==> src/rtl/adc_spi_responder_pkg.sv <==
// adc_spi_pkg: shared types and constants for the MCP3008-style SPI ADC responder.
package adc_spi_pkg;
    typedef enum logic [2:0] {IDLE, WAIT_START, CONFIG, SAMPLE, NULL, DATA, TAIL, DONE} state_t;
    localparam int CFG_BITS = 4;
    localparam int CH_W = 3;
endpackage

==> src/rtl/adc_spi_responder_if.sv <==
// adc_spi_if: SPI pins between an ADC initiator (master) and the responder (slave).
interface adc_spi_if;
    logic ad_clk;
    logic cs;
    logic din;
    logic dout;
    logic dout_oe;
    modport master (output ad_clk, cs, din, input dout, dout_oe);
    modport slave (input ad_clk, cs, din, output dout, dout_oe);
endinterface

==> src/rtl/adc_spi_responder_sync_edge.sv <==
// sync_edge: multi-stage synchronizer for an asynchronous input with one-clk rise/fall strobes.
module sync_edge #(
    parameter int   STAGES = 2,
    parameter logic INIT   = 1'b0
) (
    input  logic clk,
    input  logic rst_n,
    input  logic i_d,
    output logic o_rise,
    output logic o_fall
);
    logic [STAGES-1:0] r_sync;
    logic              r_prev;
    logic              w_q;

    always_ff @(posedge clk or negedge rst_n) begin
        if (!rst_n) begin
            r_sync <= {STAGES{INIT}};
            r_prev <= INIT;
        end else begin
            r_sync <= {r_sync[STAGES-2:0], i_d};
            r_prev <= w_q;
        end
    end

    assign w_q    = r_sync[STAGES-1];
    assign o_rise = w_q & ~r_prev;
    assign o_fall = ~w_q & r_prev;
endmodule

==> src/rtl/adc_spi_responder.sv <==
// adc_spi_responder: MCP3008-style 8-channel SPI ADC responder returning the
// selected channel of sample_data, MSB first, with an optional LSB-first tail.
module adc_spi_responder
    import adc_spi_pkg::*;
#(
    parameter int DATA_W      = 10,
    parameter int N_CH        = 8,
    parameter int SYNC_STAGES = 2,
    parameter bit LSB_TAIL    = 1'b1
) (
    input  logic                     clk,
    input  logic                     rst_n,
    adc_spi_if.slave                 spi,
    input  logic [N_CH*DATA_W-1:0]   sample_data,
    output logic                     req_valid,
    output logic [CH_W-1:0]          req_ch,
    output logic                     req_sgl,
    output logic                     frame_err
);
    localparam int CNT_W = $clog2(DATA_W > CFG_BITS ? DATA_W : CFG_BITS);
    localparam logic [CNT_W-1:0] LAST     = CNT_W'(DATA_W - 1);
    localparam logic [CNT_W-1:0] CFG_LAST = CNT_W'(CFG_BITS - 1);

    state_t                   r_state;
    logic [CNT_W-1:0]         r_cnt;
    logic [CFG_BITS-2:0]      r_cfg;
    logic [DATA_W-1:0]        r_shift;
    logic [SYNC_STAGES-1:0]   r_din_sync;
    logic [SYNC_STAGES:0]     r_boot;
    logic                     r_dout, r_oe, r_req_valid, r_req_sgl, r_frame_err;
    logic [CH_W-1:0]          r_req_ch;
    logic                     w_sclk_rise, w_sclk_fall, w_cs_rise, w_cs_fall, w_din;
    logic [CFG_BITS-1:0]      w_cfg;
    logic [CNT_W-1:0]         w_idx;
    logic [DATA_W-1:0]        w_ch_val [2**CH_W];

    sync_edge #(.STAGES(SYNC_STAGES), .INIT(1'b0)) u_sclk (
        .clk(clk), .rst_n(rst_n), .i_d(spi.ad_clk), .o_rise(w_sclk_rise), .o_fall(w_sclk_fall)
    );
    sync_edge #(.STAGES(SYNC_STAGES), .INIT(1'b1)) u_cs (
        .clk(clk), .rst_n(rst_n), .i_d(spi.cs), .o_rise(w_cs_rise), .o_fall(w_cs_fall)
    );

    for (genvar i = 0; i < 2**CH_W; i++) begin : g_ch
        if (i < N_CH) begin : g_v
            assign w_ch_val[i] = sample_data[i*DATA_W +: DATA_W];
        end else begin : g_z
            assign w_ch_val[i] = '0;
        end
    end

    assign w_din = r_din_sync[SYNC_STAGES-1];
    assign w_cfg = {r_cfg, w_din};
    assign w_idx = LAST - r_cnt;

    // A cs fall is only trusted once the synchronizer has flushed its reset
    // value, so a cs held low across reset cannot start a frame.
    always_ff @(posedge clk or negedge rst_n) begin
        if (!rst_n) begin
            r_state     <= IDLE;
            r_cnt       <= '0;
            r_cfg       <= '0;
            r_shift     <= '0;
            r_din_sync  <= '0;
            r_boot      <= '0;
            r_dout      <= 1'b0;
            r_oe        <= 1'b0;
            r_req_valid <= 1'b0;
            r_req_ch    <= '0;
            r_req_sgl   <= 1'b0;
            r_frame_err <= 1'b0;
        end else begin
            r_din_sync  <= {r_din_sync[SYNC_STAGES-2:0], spi.din};
            r_boot      <= {r_boot[SYNC_STAGES-1:0], 1'b1};
            r_req_valid <= 1'b0;
            r_frame_err <= 1'b0;
            if (w_cs_rise && r_state != IDLE) begin
                r_state     <= IDLE;
                r_oe        <= 1'b0;
                r_dout      <= 1'b0;
                r_frame_err <= r_state inside {CONFIG, SAMPLE, NULL, DATA};
            end else begin
                case (r_state)
                    IDLE: begin
                        r_oe   <= 1'b0;
                        r_dout <= 1'b0;
                        if (w_cs_fall && r_boot[SYNC_STAGES]) r_state <= WAIT_START;
                    end
                    WAIT_START: if (w_sclk_rise && w_din) begin
                        r_state <= CONFIG;
                        r_cnt   <= '0;
                    end
                    CONFIG: if (w_sclk_rise) begin
                        r_cfg <= w_cfg[CFG_BITS-2:0];
                        r_cnt <= r_cnt + 1'b1;
                        if (r_cnt == CFG_LAST) begin
                            r_req_ch    <= w_cfg[CH_W-1:0];
                            r_req_sgl   <= w_cfg[CFG_BITS-1];
                            r_req_valid <= 1'b1;
                            r_shift     <= w_ch_val[w_cfg[CH_W-1:0]];
                            r_state     <= SAMPLE;
                        end
                    end
                    SAMPLE: if (w_sclk_fall) begin
                        r_oe    <= 1'b1;
                        r_dout  <= 1'b0;
                        r_state <= NULL;
                    end
                    NULL: if (w_sclk_fall) begin
                        r_dout  <= 1'b0;
                        r_cnt   <= '0;
                        r_state <= DATA;
                    end
                    DATA: if (w_sclk_fall) begin
                        r_dout <= r_shift[w_idx];
                        r_cnt  <= r_cnt + 1'b1;
                        if (r_cnt == LAST) begin
                            r_state <= LSB_TAIL ? TAIL : DONE;
                            r_cnt   <= CNT_W'(1);
                        end
                    end
                    TAIL: if (w_sclk_fall) begin
                        r_dout <= r_shift[r_cnt];
                        r_cnt  <= r_cnt + 1'b1;
                        if (r_cnt == LAST) r_state <= DONE;
                    end
                    DONE: if (w_sclk_fall) r_dout <= 1'b0;
                    default: r_state <= IDLE;
                endcase
            end
        end
    end

    assign spi.dout    = r_dout;
    assign spi.dout_oe = r_oe;
    assign req_valid   = r_req_valid;
    assign req_ch      = r_req_ch;
    assign req_sgl     = r_req_sgl;
    assign frame_err   = r_frame_err;
endmodule

==> src/flat_wrapper.sv <==
// flat-port wrapper written by rule: the top's interface ports become plain ports
module adc_spi_responder_flat import adc_spi_pkg::*;
#(
    parameter int DATA_W      = 10,
    parameter int N_CH        = 8,
    parameter int SYNC_STAGES = 2,
    parameter bit LSB_TAIL    = 1'b1
)
  (clk, rst_n, sample_data, req_valid, req_ch, req_sgl, frame_err, spi_ad_clk, spi_cs, spi_din, spi_dout, spi_dout_oe);
  adc_spi_if spi_i ();
  input  logic clk;
  input  logic rst_n;
  input  logic [N_CH*DATA_W-1:0] sample_data;
  output logic req_valid;
  output logic [CH_W-1:0] req_ch;
  output logic req_sgl;
  output logic frame_err;
  input wire logic [$bits(spi_i.ad_clk)-1:0] spi_ad_clk;
  input wire logic [$bits(spi_i.cs)-1:0] spi_cs;
  input wire logic [$bits(spi_i.din)-1:0] spi_din;
  output wire logic [$bits(spi_i.dout)-1:0] spi_dout;
  output wire logic [$bits(spi_i.dout_oe)-1:0] spi_dout_oe;
  assign spi_i.ad_clk = spi_ad_clk;
  assign spi_i.cs = spi_cs;
  assign spi_i.din = spi_din;
  assign spi_dout = spi_i.dout;
  assign spi_dout_oe = spi_i.dout_oe;
  adc_spi_responder #(.DATA_W(DATA_W), .N_CH(N_CH), .SYNC_STAGES(SYNC_STAGES), .LSB_TAIL(LSB_TAIL)) u_core (.clk(clk), .rst_n(rst_n), .spi(spi_i), .sample_data(sample_data), .req_valid(req_valid), .req_ch(req_ch), .req_sgl(req_sgl), .frame_err(frame_err));
endmodule
==> config.mk <==
export PLATFORM = sky130hd
export DESIGN_NAME = adc_spi_responder_flat
export DESIGN_NICKNAME = d
export VERILOG_FILES = /design/src/rtl/adc_spi_responder_pkg.sv /design/src/rtl/adc_spi_responder_if.sv /design/src/rtl/adc_spi_responder_sync_edge.sv /design/src/rtl/adc_spi_responder.sv /design/src/flat_wrapper.sv
export SDC_FILE = /design/constraint.sdc
export NUM_CORES = 1
export LEC_CHECK = 0
export ABC_AREA = 1
export CAP_MARGIN = 10
export CORE_UTILIZATION = 40
export DETAILED_ROUTE_END_ITERATION = 6
export PLACE_DENSITY = 0.75
export SLEW_MARGIN = 10
export SYNTH_ARGS = -nofsm -noshare
export SYNTH_HDL_FRONTEND = slang
export SYNTH_SLANG_ARGS = --single-unit
==> constraint.sdc <==
create_clock -name clk -period 1.6 [get_ports clk]
set_input_delay 0.32 -clock clk [delete_from_list [all_inputs] [get_ports clk]]
set_output_delay 0.32 -clock clk [all_outputs]
set_load 0.05 [all_outputs]
==> results of run 1 <==
## power groups by stage
stage	registers (mW)	clock network, mW	logic, mW
floorplan	1.34	0	1.42
global placement	1.27	0	2.30
detailed placement	1.28	0	2.34
CTS	1.26	0.665	2.38
global route	1.28	0.716	2.83
finish	1.26	0.649	2.58
## kinds of logic (layout without fill, tap and decap cells)
group,count (synthesis),after routing,synth area share [%]
AO/OA/AOI/OAI,95,95,21.39
XOR/XNOR,3,3,1.005
adder cells (fa/ha/maj),3,3,1.436
buffers and inverters,56,174,8.756
flip-flops,39,39,37.46
other,1,1,0.1434
AND/OR/NAND/NOR,167,167,29.81
## sequential cells by signal, indices dropped and copies added (netlist names), 3 cells and up
signal,flops
u_core.r_shift,10
u_core.r_boot,3
u_core.r_cnt,4
u_core.r_state,3
u_core.r_cfg,3
u_core.req_ch,3
## what timing repair did
| action | 4_1_cts | 5_1_grt |
|---|---|---|
| gates resized for setup | 2 | 30 |
| setup buffers | 2 | 7 |
| setup endpoints to repair | 19 | 22 |
| cloned | 0 | 2 |
| pin swaps | 3 | 7 |
| hold buffers | 1 | 0 |
| endpoints found under the hold margin | 17 | 0 |
## layout make-up
class | count | area (sq um)
Fill cell | 541 | 2221
Multi-Input combinational cell | 269 | 1509
Timing Repair Buffer | 130 | 1285
Sequential cell | 39 | 983.4
Inverter | 36 | 135.1
Tap cell | 77 | 96.34
Clock buffer | 5 | 68.82
Clock inverter | 3 | 15.01
## synth_stat cells, drive strengths merged
| cell | number | area share, % |
|---|---|---|
| o21ai | 67 | 13 |
| nand2 | 65 | 10 |
| nor2 | 53 | 7.8 |
| dfrtp | 36 | 34 |
| inv | 36 | 5.2 |
| nand3 | 35 | 6.9 |
| o221ai | 20 | 6.7 |
| clkbuf | 13 | 2.3 |
| buf | 7 | 1.3 |
| nand4 | 7 | 1.9 |
| a21oi | 5 | 0.96 |
| dfstp | 3 | 3.0 |
| ha | 3 | 1.4 |
| nor3 | 2 | 0.57 |
| nor4 | 2 | 1.6 |
| xor2 | 2 | 0.67 |
| a211oi | 1 | 0.29 |
| a21boi | 1 | 0.29 |
| and3 | 1 | 0.24 |
| conb | 1 | 0.14 |
| nand3b | 1 | 0.29 |
| nor3b | 1 | 0.29 |
| o2bb2ai | 1 | 0.33 |
| xnor2 | 1 | 0.33 |
## critical path: cells and delay by family (launching register included)
kind	cells	cell delay, ns
AO/OA/AOI/OAI	1	0.11
flip-flops	1	0.43
buffers and inverters	4	0.46
AND/OR/NAND/NOR	4	0.55
## worst min-delay path by stage
stage | end | slack, ns
after floorplan | u_core.frame_err | 0.02
after global routing | u_core.r_din_sync[1] | 0.35
after detailed placement | u_core.spi.dout | 0.29
after global placement | u_core.spi.dout | 0.29
after CTS | u_core.r_din_sync[1] | 0.36
final | u_core.r_din_sync[1] | 0.35
## through the flow
| step | instances | TNS (ns) | hold slack (ns) | utilization (%) |
|---|---|---|---|---|
| floorplan | 364 | 0 | 0.02441 | - |
| CTS | 550 | 0 | 0.3565 | 61.32 |
| finish | 559 | -0.04396 | 0.3503 | 64.82 |
| detailed placement | 539 | -0.1478 | 0.2897 | 59.53 |
| global route | 559 | -0.7399 | 0.3537 | 64.82 |
| global placement | 539 | 0 | 0.2873 | 59.53 |
## metal layers
metal / wire [um] / vias up / global-route usage (%)
met3: 409 / 21 / 4.672
met2: 3967 / 104 / 37.70
met4: 249 / 0 / 10.34
met5: 0 / - / 0
met1: 3517 / 1419 / 30.99
li1: - / 1476 / -
==> flow_summary.json, run 1 <==
{
  "syn-num-nets": 452,
  "synth_area_sq_mm": 0.002615,
  "path_common_cell": "inv_2",
  "wl_mm": 8.144,
  "drive_gt1_share_pct": 20.54,
  "nets": 569,
  "worstReg2RegEnd": "u_core.r_shift[5]",
  "p_int_mw": 2.548,
  "postPlaceCellArea_sq_mm": 0.003759,
  "hold_viol": 0,
  "slowest_stage": "dfrtp_2",
  "avgRoutedWirePerCell_um": 14.57,
  "share_comb_of_total_power_pct": 57.5,
  "die_w_um": 82.86,
  "power_density_mw_per_mm2": 1098,
  "cts_made_buffers": 5,
  "num_antenna_cells": 0,
  "die_y_um": 82.86,
  "place_congestion": 0.9641,
  "io_buffers": 92,
  "cts.sinks": 39,
  "first_global_vias": 2832,
  "hold-path-cell-count": 0,
  "ys_seq_area_share_pct": 37.46,
  "grt.total_usage_pct": 23.57,
  "yosys_warnings": 0,
  "grt_pass1_wl_mm": 12.99,
  "ioPinCount": 93,
  "cp.arrival_ns": 1.86,
  "synth_area_per_cell_sq_um": 7.184,
  "r2r_start": "u_core.r_state[0]",
  "rsz0062_at_grt": "true",
  "drc": 0,
  "critPathLaunch": "u_core.r_state[0]",
  "fin_skew_ns": 0.009593,
  "power.switching_mw": 1.945,
  "path_class": "reg2reg",
  "hp-class": "reg2reg",
  "clkTransAtPathRegs_ns": 0.08,
  "hp-start": "u_core.r_din_sync[0]",
  "drtIter0Drc": 188,
  "power_mw": 4.493,
  "ant_nets": 0,
  "dpl.hpwl_mm": 6.195,
  "clockBufferDepth": 2,
  "p_seq_share_pct": 28.1,
  "via_per_inst": 5.403,
  "area_delta_synth_final_pct": 56.51,
  "antenna_found_initial": 0,
  "rrSetupSlack_ns": -0.04,
  "vias": 3020,
  "drt_pass1_iterations": 4,
  "synth-seq-cells": 39,
  "ys_types": 36,
  "status": "complete, but fails checks",
  "pre_cts_slack_ns": -0.03878,
  "htree_levels": 2,
  "design.core.area_sq_mm": 0.006314,
  "initial_core_util_pct": 41.42,
  "mostFrequentLayoutCells": "clkdlybuf4s50_1, nand2_1, o21ai_0",
  "startpoint_type": "flop",
  "setup_slack_ns": -0.04250,
  "clkPwrFrac_pct": 14.5,
  "grt_max_degree": 42,
  "max-cap-violations": 0,
  "cts_tree": "done",
  "crit_path_end_kind": "flop",
  "cpPeakStageDelay_ns": 0.43,
  "crit_required_ns": 1.82,
  "period_minus_slack_ns": 1.642,
  "ir_drop_uv": 712.9,
  "cp_max_fo": 5,
  "violations": "negative setup slack",
  "overflow": 0,
  "std_cell_rows": 29,
  "slew_violations": 0,
  "clock_latency_ns": 0.30,
  "fmax_mhz": 608.8,
  "worstPathCellList": "inv_2, nand2_4, nor2_4, inv_2, nor4_4, buf_6, clkbuf_16, nand3_1, o21ai_1",
  "mostFrequentLayoutCell": "clkdlybuf4s50_1",
  "rr_worst_depth": 9,
  "period_share_pct": 102.7,
  "cts_root_buffer": "clkbuf_8",
  "syn-instance-count": 364,
  "crit_path_end": "u_core.r_shift[5]",
  "die-area_sq_mm": 0.006865,
  "p_sw_share_pct": 43.28,
  "finalSetupViolations": 2,
  "postLayoutCellArea_sq_mm": 0.004093,
  "static-leakage-power_nw": 1.762
}
No activity file was read; power rests on OpenSTA's default activity.
==> run 2, diff against run 1 <==
- REMOVE_ABC_BUFFERS: not set -> 1
==> run 2 against run 1 <==
  * Design area is 2.7% higher
  * Hold slack worse by 0.29 ns
  * Cell count is 0.72% lower
  * The flow still finishes with violations (negative setup slack)
==> flow_summary.json, run 2 (synthesis gave the netlist of run 1 again) <==
{
  "place_congestion": 0.9444,
  "grt.total_usage_pct": 24.90,
  "cts.sinks": 39,
  "cp.arrival_ns": 1.91,
  "pre_cts_slack_ns": -0.02948,
  "cts_root_buffer": "clkbuf_8",
  "cts_made_buffers": 5,
  "io_buffers": 92,
  "postPlaceCellArea_sq_mm": 0.003714,
  "power_density_mw_per_mm2": 1187,
  "fmax_mhz": 594.7,
  "initial_core_util_pct": 41.42,
  "avgRoutedWirePerCell_um": 16.01,
  "path_class": "reg2reg",
  "slew_violations": 0,
  "cp_max_fo": 5,
  "hp-class": "in2async",
  "cpPeakStageDelay_ns": 0.39,
  "ioPinCount": 93,
  "largest_register_ffs": 10,
  "fin_tns_setup_ns": -0.6072,
  "vias": 3060,
  "grt.met3_usage_pct": 4.573,
  "drt_pass1_iterations": 4,
  "cts_tree": "done",
  "crit_path_end_kind": "flop",
  "setup_slack_ns": -0.08152,
  "dpl.hpwl_mm": 5.849,
  "use_met1_pct": 29.60,
  "max-cap-violations": 0,
  "grtUsageMet2_pct": 44.11,
  "drtIter0Drc": 152,
  "crit_required_ns": 1.83,
  "violations": "negative setup slack",
  "static-leakage-power_nw": 1.776,
  "period_minus_slack_ns": 1.682,
  "critPathLaunch": "u_core.r_cnt[1]",
  "grt_max_degree": 42,
  "die_y_um": 82.86,
  "ant_nets": 0,
  "area_delta_synth_final_pct": 60.67,
  "htree_levels": 2,
  "worstPathCellList": "buf_6, ha_4, nand3_4, nor4_4, buf_6, clkbuf_16, nand3_2, o21ai_1",
  "finalSetupViolations": 15,
  "ir_drop_uv": 975.9,
  "rsz0062_at_grt": "true",
  "postLayoutCellArea_sq_mm": 0.004202,
  "die_w_um": 82.86,
  "hold_viol": 0,
  "period_share_pct": 105.1,
  "design.core.area_sq_mm": 0.006314,
  "mostFrequentLayoutCell": "clkdlybuf4s50_1",
  "final_util_pct": 66.55,
  "ctsHoldBuffers": 0,
  "drc": 0,
  "num_antenna_cells": 0,
  "drive_gt1_share_pct": 23.43,
  "r2r_start": "u_core.r_cnt[1]",
  "antenna_found_initial": 0,
  "nets": 565,
  "grt_pass1_wl_mm": 13.92,
  "cp_top_family": "simple AND/OR/NAND/NOR gates",
  "critPathBufInv": 3,
  "fin_skew_ns": 0.007228,
  "status": "complete, but fails checks",
  "clockBufferDepth": 2,
  "gr-max-usage-layer": "met2",
  "reg.largest.list": "u_core.r_shift x10, u_core.r_cnt x4",
  "via_per_inst": 5.514,
  "wl_mm": 8.884,
  "timing.hold.ws_ns": 0.06281,
  "startpoint_type": "flop",
  "std_cell_rows": 29,
  "first_global_vias": 2938,
  "clock_latency_ns": 0.30,
  "clkTransAtPathRegs_ns": 0.08,
  "mostFrequentLayoutCells": "clkdlybuf4s50_1, nand2_1, o21ai_0",
  "path_common_cell": "buf_6",
  "slowest_stage": "dfrtp_1",
  "overflow": 0,
  "regMostFlops": "u_core.r_shift",
  "die-area_sq_mm": 0.006865
}
[run 2: changes by cell type in the layout (fill, tap and decap cells not counted), moves of 4 or more]
cell / previous run / this run
nand2_1: 56 / 51
buf_4: 37 / 31
o21ai_0: 55 / 51
inv_1: 30 / 26
[run 2: where the power goes]
part	total (mW)	internal [mW]	switching, mW
registers	1.29	1.14	0.152
logic	2.70	1.16	1.54
clock network	0.995	0.622	0.373
[run 2: layer usage]
metal  vias up  share of wire, %
met2        89                51
met1      1476                42
met5         -                 0
met3        28               4.0
met4         0               2.8
li1       1467                 -
[run 2: final timing paths]
kind                                        end  slack, ns  depth (start not counted)
hold reg to reg            u_core.r_din_sync[1]       0.35                          0
max in group asynchronous     u_core.r_state[0]       1.17                          2
min in group clk           u_core.r_din_sync[1]       0.35                          0
setup / recovery              u_core.r_shift[1]      -0.08                          8
hold / removal                 u_core.frame_err       0.06                          2
setup reg to reg              u_core.r_shift[1]      -0.08                          8
[run 2: layout make-up]
class / instances / area [sq um]
Clock buffer: 5 / 68.82
Clock inverter: 3 / 67.56
Fill cell: 507 / 2112
Inverter: 36 / 143.9
Multi-Input combinational cell: 269 / 1579
Sequential cell: 39 / 984.7
Tap cell: 77 / 96.34
Timing Repair Buffer: 126 / 1261
[run 2: timing repair]
action                                 CTS  global route
cloned                                   1             1
buffers inserted                         4             8
endpoints found under the hold margin    0             0
resized for setup                       10            54
setup endpoints to repair               19            22
pin swaps                                2            15
[run 2: metrics by stage]
stage,instances,power (mW)
floorplan,344,2.665
global placement,533,3.530
detailed placement,533,3.572
CTS,546,4.654
global route,555,5.333
finish,555,4.985
